**src/rtl/pick_input_ctrl.sv**
```systemverilog
// pick_input_ctrl
// Turns per-frame HID keycodes into the pick-mode flag and the 3-bit LRdir
// command for the pick-motion stage. A mode key press edge toggles pick mode,
// subject to a cooldown window. Holding LEFT starts slow leftward motion, and
// after HOLD_FRAMES consecutive frames it becomes fast motion.
// State, hold counter, pickMode and LRdir are all flops, so every output is
// registered.
//
// Handshake: none. Keycodes are sampled once per frame on the rising edge of
// frame_clk, with no valid/ready qualification. Slot value 00 means no key.
module pick_input_ctrl #(
  parameter logic [7:0] KEY_MODE    = 8'h08,
  parameter logic [7:0] KEY_LEFT    = 8'h04,
  parameter int         HOLD_FRAMES = 30,
  parameter int         COOLDOWN    = 15
) (
  input  logic       frame_clk,
  input  logic       Reset,
  input  logic [7:0] keycode0,
  input  logic [7:0] keycode1,
  output logic       pickMode,
  output logic [2:0] LRdir,
  output logic [1:0] ctrl_state,
  output logic [5:0] hold_cnt
);

  typedef enum logic [1:0] {
    ST_OFF   = 2'd0,
    ST_READY = 2'd1,
    ST_SLOW  = 2'd2,
    ST_FAST  = 2'd3
  } state_t;

  localparam logic [5:0] HOLD_LAST = 6'(HOLD_FRAMES - 1);
  localparam logic [4:0] COOL_LOAD = 5'(COOLDOWN);

  localparam logic [2:0] DIR_STOP = 3'b000;
  localparam logic [2:0] DIR_SLOW = 3'b001;
  localparam logic [2:0] DIR_FAST = 3'b010;

  state_t     state_q;
  state_t     state_d;
  logic [5:0] hold_d;
  logic [4:0] cool_q;
  logic [4:0] cool_d;
  logic       mode_prev;
  logic       mode_now;
  logic       left_now;
  logic       mode_edge;
  logic       pick_d;
  logic [2:0] dir_d;

  // Decode the two key slots and qualify the mode press edge with the cooldown.
  always_comb begin
    mode_now  = (keycode0 == KEY_MODE) | (keycode1 == KEY_MODE);
    left_now  = (keycode0 == KEY_LEFT) | (keycode1 == KEY_LEFT);
    mode_edge = mode_now & ~mode_prev & (cool_q == 5'd0);
  end

  // Cooldown reloads on an accepted toggle, otherwise counts down to zero.
  always_comb begin
    cool_d = cool_q;
    if (mode_edge) begin
      cool_d = COOL_LOAD;
    end else if (cool_q != 5'd0) begin
      cool_d = cool_q - 5'd1;
    end
  end

  // Next-state and hold counter. The mode edge wins over LEFT in the same
  // frame. Any entry to OFF or READY clears the counter.
  always_comb begin
    state_d = state_q;
    hold_d  = hold_cnt;
    case (state_q)
      ST_OFF: begin
        hold_d = 6'd0;
        if (mode_edge) state_d = ST_READY;
      end
      ST_READY: begin
        hold_d = 6'd0;
        if (mode_edge) begin
          state_d = ST_OFF;
        end else if (left_now) begin
          state_d = ST_SLOW;
        end
      end
      ST_SLOW: begin
        if (mode_edge) begin
          state_d = ST_OFF;
          hold_d  = 6'd0;
        end else if (!left_now) begin
          state_d = ST_READY;
          hold_d  = 6'd0;
        end else if (hold_cnt == HOLD_LAST) begin
          state_d = ST_FAST;
        end else begin
          hold_d = hold_cnt + 6'd1;
        end
      end
      ST_FAST: begin
        if (mode_edge) begin
          state_d = ST_OFF;
          hold_d  = 6'd0;
        end else if (!left_now) begin
          state_d = ST_READY;
          hold_d  = 6'd0;
        end
      end
      default: begin
        state_d = ST_OFF;
        hold_d  = 6'd0;
      end
    endcase
  end

  // Output decode of the next state, so the registered outputs line up with the state register.
  always_comb begin
    pick_d = 1'b0;
    dir_d  = DIR_STOP;
    case (state_d)
      ST_OFF:   begin pick_d = 1'b0; dir_d = DIR_STOP; end
      ST_READY: begin pick_d = 1'b1; dir_d = DIR_STOP; end
      ST_SLOW:  begin pick_d = 1'b1; dir_d = DIR_SLOW; end
      ST_FAST:  begin pick_d = 1'b1; dir_d = DIR_FAST; end
      default:  begin pick_d = 1'b0; dir_d = DIR_STOP; end
    endcase
  end

  // State, counters and outputs. mode_prev resets high so that a mode key
  // held through reset does not count as a fresh press.
  always_ff @(posedge frame_clk or posedge Reset) begin
    if (Reset) begin
      state_q   <= ST_OFF;
      hold_cnt  <= 6'd0;
      cool_q    <= 5'd0;
      mode_prev <= 1'b1;
      pickMode  <= 1'b0;
      LRdir     <= DIR_STOP;
    end else begin
      state_q   <= state_d;
      hold_cnt  <= hold_d;
      cool_q    <= cool_d;
      mode_prev <= mode_now;
      pickMode  <= pick_d;
      LRdir     <= dir_d;
    end
  end

  assign ctrl_state = state_q;

endmodule
```
**config.mk**
```make
export PLATFORM = sky130hd
export DESIGN_NAME = pick_input_ctrl
export DESIGN_NICKNAME = d
export VERILOG_FILES = /design/src/rtl/pick_input_ctrl.sv
export SDC_FILE = /design/constraint.sdc
export NUM_CORES = 1
export LEC_CHECK = 0
export CAP_MARGIN = 10
export CORE_MARGIN = 5
export CORE_UTILIZATION = 49
export CTS_BUF_LIST = sky130_fd_sc_hd__clkbuf_4
export CTS_CLUSTER_DIAMETER = 60
export DETAILED_ROUTE_END_ITERATION = 6
export GPL_TIMING_DRIVEN = 1
export HOLD_SLACK_MARGIN = 0.15
export PLACE_DENSITY = 0.85
export SKIP_CTS_REPAIR_TIMING = 1
export SYNTH_ARGS = -nofsm -noshare
export SYNTH_HDL_FRONTEND = slang
export SYNTH_SLANG_ARGS = --single-unit
export TNS_END_PERCENT = 50
```
**constraint.sdc**
```tcl
create_clock -name frame_clk -period 3.4 [get_ports frame_clk]
set_input_delay 0.68 -clock frame_clk [delete_from_list [all_inputs] [get_ports frame_clk]]
set_output_delay 0.68 -clock frame_clk [all_outputs]
set_load 0.02 [all_outputs]
```
==> impl_metrics.toml, run 1 <==
[run_status]
outcome = "complete, no violations"

[timing]
fin_setup_tns_ns = 0
timing.fmax_mhz = 483
grt_setup_unrepaired = "false"
finalHoldViolations = 0
worstMarginPinSlew_ns = 0.645
drv_slew = 0
whs_ns = 0.514
period_needed_ns = 2.07
finClkSkew_ns = 0.00414
setup_viol = 0
finalCritPeriodShare_pct = 60.9
relSlewSlack_pct = 56.9

[layout]
diodes = 0
area_growth_pct = 37.7
n_fill_cell = 117
postLayoutCoreUtil_pct = 70.6
multiInputGateArea_um2 = 415
layout-drive-gt1-share_pct = 6.84
layout.nets = 140
register_area_um2 = 427

[global_route]
use_met3_pct = 2.85
grt_busiest_layer = "met2"
antenna_found_initial = 0
grt_use_met2_pct = 26.8
grt_pass1_vias = 762
overflow = 0
grt_util_met1_pct = 16.3
grt_pass1_wl_um = 2960
grt_max_degree = 18
track_usage_pct = 14.7

[logic_synthesis]
yosys_warnings = 0
yosysTopAreaCellShare_pct = 45.7
synth-seq-cells = 17
synthTopCellsByArea = "dfrtp_1 (46%), ha_1 (5.7%), nor2_1 (5.6%), nand4b_1 (4.0%), xor2_1 (4.0%)"
avgSynthCellArea_um2 = 10.1
synth_ff_type = "dfrtp_1"
synth_edf_count = 0
synthDistinctLibCells = 31
async_flop_share_pct = 100
syn-num-nets = 109
synth_seq_area_share_pct = 48.7
netlist_area_um2 = 876
synth_common_cells = "dfrtp_1 (16), nor2_1 (13), nand2_1 (7), inv_1 (6)"
netlist_instances = 87
yosysMostFrequentCell = "dfrtp_1"
yosysTopAreaCell = "dfrtp_1"

[route]
drt_iter0_markers = 8
drc = 0
first_pass_iters = 4
via_count = 732
wl_um = 1760
via_per_inst = 5.15
wl_per_cell_um = 12.4
antenna_left = 0

[critical_path]
path_delay_family = "buffers and inverters"
crit_arrival_ns = 1.39
worst-setup-path-type = "reg -> out"
cp_cell_sequence = "clkdlybuf4s50_1"
crit_path_end_kind = "output pin"
cp.required_ns = 2.72
crit_buf_inv = 1
slowest_stage = "clkdlybuf4s50_1"
worstPathMaxFanout = 6
start_kind = "register"
crit_path_max_incr_delay_ns = 0.65

[hold_path]
min_path_type = "reg -> reg"

[clock_network]
path_clk_slew_ns = 0.10
cts.sink_count = 17
clockBufferDepth = 2
cts-root-buf = "clkbuf_4"
numCtsBuffers = 3
clock_latency_ns = 0.29
h-tree-depth = 1
cts_tree = "yes"

[power_and_ir_drop]
leakage_nw = 0.512
p_total_mw = 0.577
ir_drop_mv = 0.253
p_per_area_nw_per_um2 = 478

[floorplanning]
chipHeight_um = 52.3
die_w_um = 52.3
die-area_um2 = 2730
core_area_um2 = 1710
start_util_pct = 51.3
rows = 15
io_pins = 30

[placement]
gp_congestion = 0.766
portBuffers = 28
dp_hpwl_um = 1360

[job]
max-cap-violations = 0
[state kept, by name, summed over array words and instances, names as in the netlist]
signal / count
LRdir: 2
cool_q: 5
ctrl_state: 2
hold_cnt: 6
mode_prev: 1
pickMode: 1
[worst paths after layout]
path | startpoint | cells after the start | to | slack, ns
min reg2reg | cool_q[4] | 1 | cool_q[4] | 0.51
min | cool_q[4] | 1 | cool_q[4] | 0.51
max | ctrl_state[1] | 1 | ctrl_state[1] | 1.33
max in group asynchronous | Reset | 2 | cool_q[1] | 2.22
min in group asynchronous | Reset | 2 | hold_cnt[5] | 0.76
max reg2reg | hold_cnt[0] | 6 | hold_cnt[4] | 1.84
[layout make-up]
cell class	instances	share of cell area, %
Clock buffer	4	2.49
Multi-Input combinational cell	62	34.4
Sequential cell	17	35.4
Timing Repair Buffer	28	23.2
Tap cell	25	2.59
Inverter	6	1.87
[metrics by stage]
step / instance area, µm² / cells / worst slack (ns)
2_1_floorplan: 876 / 87 / 1.56
3_3_place_gp: 1180 / 138 / 1.07
3_5_place_dp: 1180 / 138 / 1.04
4_1_cts: 1210 / 142 / 1.32
5_1_grt: 1210 / 142 / 1.26
6_report: 1210 / 142 / 1.33
[per-layer routing]
layer / vias up / share of wire (%)
met5: - / 0
met4: 0 / 1.3
met3: 2 / 5.7
met2: 26 / 49
met1: 348 / 44
li1: 356 / -
[layout by cell type, fill, tap and decap left out, types with 3 or more instances in the layout]
| master | synthesis | layout |
|---|---|---|
| nor2_1 | 13 | 13 |
| nand2_1 | 7 | 7 |
| mux2i_1 | 3 | 3 |
| dfrtp_1 | 16 | 16 |
| xor2_1 | 4 | 4 |
| inv_1 | 6 | 6 |
| a21oi_1 | 3 | 3 |
| ha_1 | 4 | 4 |
| clkbuf_4 | 0 | 4 |
| clkdlybuf4s50_1 | 0 | 28 |
| nand4b_1 | 4 | 4 |
[cell families (layout without fill, tap and decap cells)]
| family | after synthesis | in the layout | synth area share [%] |
|---|---|---|---|
| compound gates | 12 | 12 | 9.14 |
| buf+inv | 8 | 38 | 3.86 |
| xor+xnor | 6 | 6 | 6.00 |
| flops | 17 | 17 | 48.7 |
| other cells | 1 | 1 | 0.428 |
| fa+ha+maj | 4 | 4 | 5.71 |
| mux | 3 | 3 | 3.43 |
| simple gates | 36 | 36 | 22.7 |
[power by group]
part / leakage [nW] / internal (mW) / switching, mW
Combinational: 0.277 / 0.0926 / 0.100
Sequential: 0.217 / 0.241 / 0.0258
Clock: 0.0184 / 0.0535 / 0.0642
(Power assumes the default switching activity.)
==> run 2: changes to the inputs <==
--- a/config.mk
+++ b/config.mk
@@ -7,13 +7,13 @@
 export LEC_CHECK = 0
 export CAP_MARGIN = 10
 export CORE_MARGIN = 5
-export CORE_UTILIZATION = 49
+export CORE_UTILIZATION = 41
 export CTS_BUF_LIST = sky130_fd_sc_hd__clkbuf_4
 export CTS_CLUSTER_DIAMETER = 60
 export DETAILED_ROUTE_END_ITERATION = 6
 export GPL_TIMING_DRIVEN = 1
 export HOLD_SLACK_MARGIN = 0.15
-export PLACE_DENSITY = 0.85
+export PLACE_DENSITY = 0.76
 export SKIP_CTS_REPAIR_TIMING = 1
 export SYNTH_ARGS = -nofsm -noshare
 export SYNTH_HDL_FRONTEND = slang
==> constraint.sdc (replaced) <==
create_clock -name frame_clk -period 1.84 [get_ports frame_clk]
set_input_delay 0.368 -clock frame_clk [delete_from_list [all_inputs] [get_ports frame_clk]]
set_output_delay 0.368 -clock frame_clk [all_outputs]
set_load 0.02 [all_outputs]
==> impl_metrics.toml, run 2 (synthesized netlist as in run 1, its figures left out) <==
[power_and_ir_drop]
p_switching_mw = 0.349
p_comb_share_pct = 34.3
pwr-share-seq_pct = 47.1
leakage_nw = 0.530
ir_drop_mv = 0.703
swShare_pct = 33.2
pwr-share-clk_pct = 18.6
p_int_mw = 0.701
p_total_mw = 1.05
p_per_area_nw_per_um2 = 843

[placement]
post-place-ws_ns = -0.218
dp.cells = 143
portBuffers = 28
gp_congestion = 0.769
placed_area_um2 = 1200
dp_hpwl_um = 1660

[floorplanning]
core_area_um2 = 2000
die_w_um = 56.2
die-area_um2 = 3160
io_pins = 30
chipHeight_um = 56.2
rows = 16
start_util_pct = 43.8

[clock_network]
clockBufferDepth = 2
clock_latency_ns = 0.29
cts.sink_count = 17
h-tree-depth = 1
cts_tree = "yes"
cts-root-buf = "clkbuf_4"
numCtsBuffers = 3
path_clk_slew_ns = 0.10

[global_route]
grt_pass1_vias = 770
antenna_found_initial = 0
grt_max_degree = 18
track_usage_pct = 14.1
overflow = 0
grt_pass1_wl_um = 3510

[critical_path]
crit_path_end_kind = "register"
r2r_slack_ns = 0.24
slowest_stage = "clkdlybuf4s50_1"
r2r_end = "hold_cnt[4]"
cp_cell_sequence = "clkdlybuf4s50_1, nor4_4, nand4b_1, a211o_1, o22a_1"
crit_buf_inv = 1
start_kind = "input pin"
reg2reg_from = "hold_cnt[1]"
reg2reg_depth = 7
worst-setup-path-type = "in -> reg"
crit_path_max_incr_delay_ns = 0.44
crit_arrival_ns = 1.93
cp_num_cells = 5
worstPathMaxFanout = 6
cp.required_ns = 2.01
path_delay_family = "compound AO/OA/AOI/OAI gates"

[route]
drc = 0
first_pass_iters = 4
via_count = 736
via_per_inst = 4.97
wl_um = 2020
wl_per_cell_um = 13.6
drt_iter0_markers = 23
antenna_left = 0

[layout]
design_area_um2 = 1240
diodes = 0
largest_reg_flops = 6
layout-drive-gt1-share_pct = 9.92
stdcell_count = 148
layout_common_cells = "clkdlybuf4s50_1 (28), dfrtp_1 (16), nor2_1 (13)"
n_fill_cell = 165
postLayoutCoreUtil_pct = 62.2
regMostFlops = "hold_cnt"
reg.largest.list = "hold_cnt: 6 flops, cool_q: 5 flops"
layout_commonest_cell = "clkdlybuf4s50_1"
layout.nets = 144
area_growth_pct = 42.1

[timing]
finalHoldViolations = 0
fin_setup_tns_ns = 0
finClkSkew_ns = 0.0121
setup_ws_ns = 0.0792
drv_slew = 0
whs_ns = 0.373
setup_viol = 0
finalCritPeriodShare_pct = 95.7
period_needed_ns = 1.76
timing.fmax_mhz = 568
grt_setup_unrepaired = "false"

[hold_path]
min_path_type = "in -> async"

[run_status]
outcome = "complete, no violations"

[job]
max-cap-violations = 0
[run 2: final cells by class]
type                       count  area (µm²)  area share, %
clock buffer                   3        22.5           1.81
clock inverter                 1        5.00          0.402
inverter                       6        22.5           1.81
multi-input combinational     62         424           34.1
sequential                    17         427           34.3
tap                           27        33.8           2.71
timing repair buffer          32         310           24.9
[run 2: power by group through the flow]
stage | registers (mW) | logic (mW) | clock network [mW]
floorplan | 0.504 | 0.234 | 0
global placement | 0.497 | 0.342 | 0
detailed placement | 0.503 | 0.360 | 0
CTS | 0.496 | 0.364 | 0.201
global route | 0.504 | 0.408 | 0.215
finish | 0.494 | 0.360 | 0.195
[run 2: tightest hold or removal path: cells and delay by family]
family	cells	cell delay [ns]
buffers and inverters	3	0.68
[run 2: routing by layer]
layer / vias up / track usage [%] / share of wire, %
met5: - / 0 / 0
met4: 0 / 3.05 / 0
met3: 0 / 3.71 / 2.5
met2: 11 / 26.7 / 58
met1: 357 / 15.6 / 40
li1: 368 / - / -
[run 2: worst max-delay path by stage]
stage,startpoint,end
final,keycode1[1],ctrl_state[0]
after global routing,keycode1[1],hold_cnt[1]
after CTS,ctrl_state[1],ctrl_state[1]
after detailed placement,keycode0[1],hold_cnt[1]
after global placement,keycode0[1],hold_cnt[1]
after floorplan,hold_cnt[1],hold_cnt[4]
==> run 3: changes to the inputs <==
--- a/config.mk
+++ b/config.mk
@@ -9,7 +9,7 @@
 export CORE_MARGIN = 5
 export CORE_UTILIZATION = 41
 export CTS_BUF_LIST = sky130_fd_sc_hd__clkbuf_4
-export CTS_CLUSTER_DIAMETER = 60
+export CTS_CLUSTER_DIAMETER = 100
 export DETAILED_ROUTE_END_ITERATION = 6
 export GPL_TIMING_DRIVEN = 1
 export HOLD_SLACK_MARGIN = 0.15
==> results of run 3 <==
No change in the layout: final DEF, timing and power equal those of run 2.
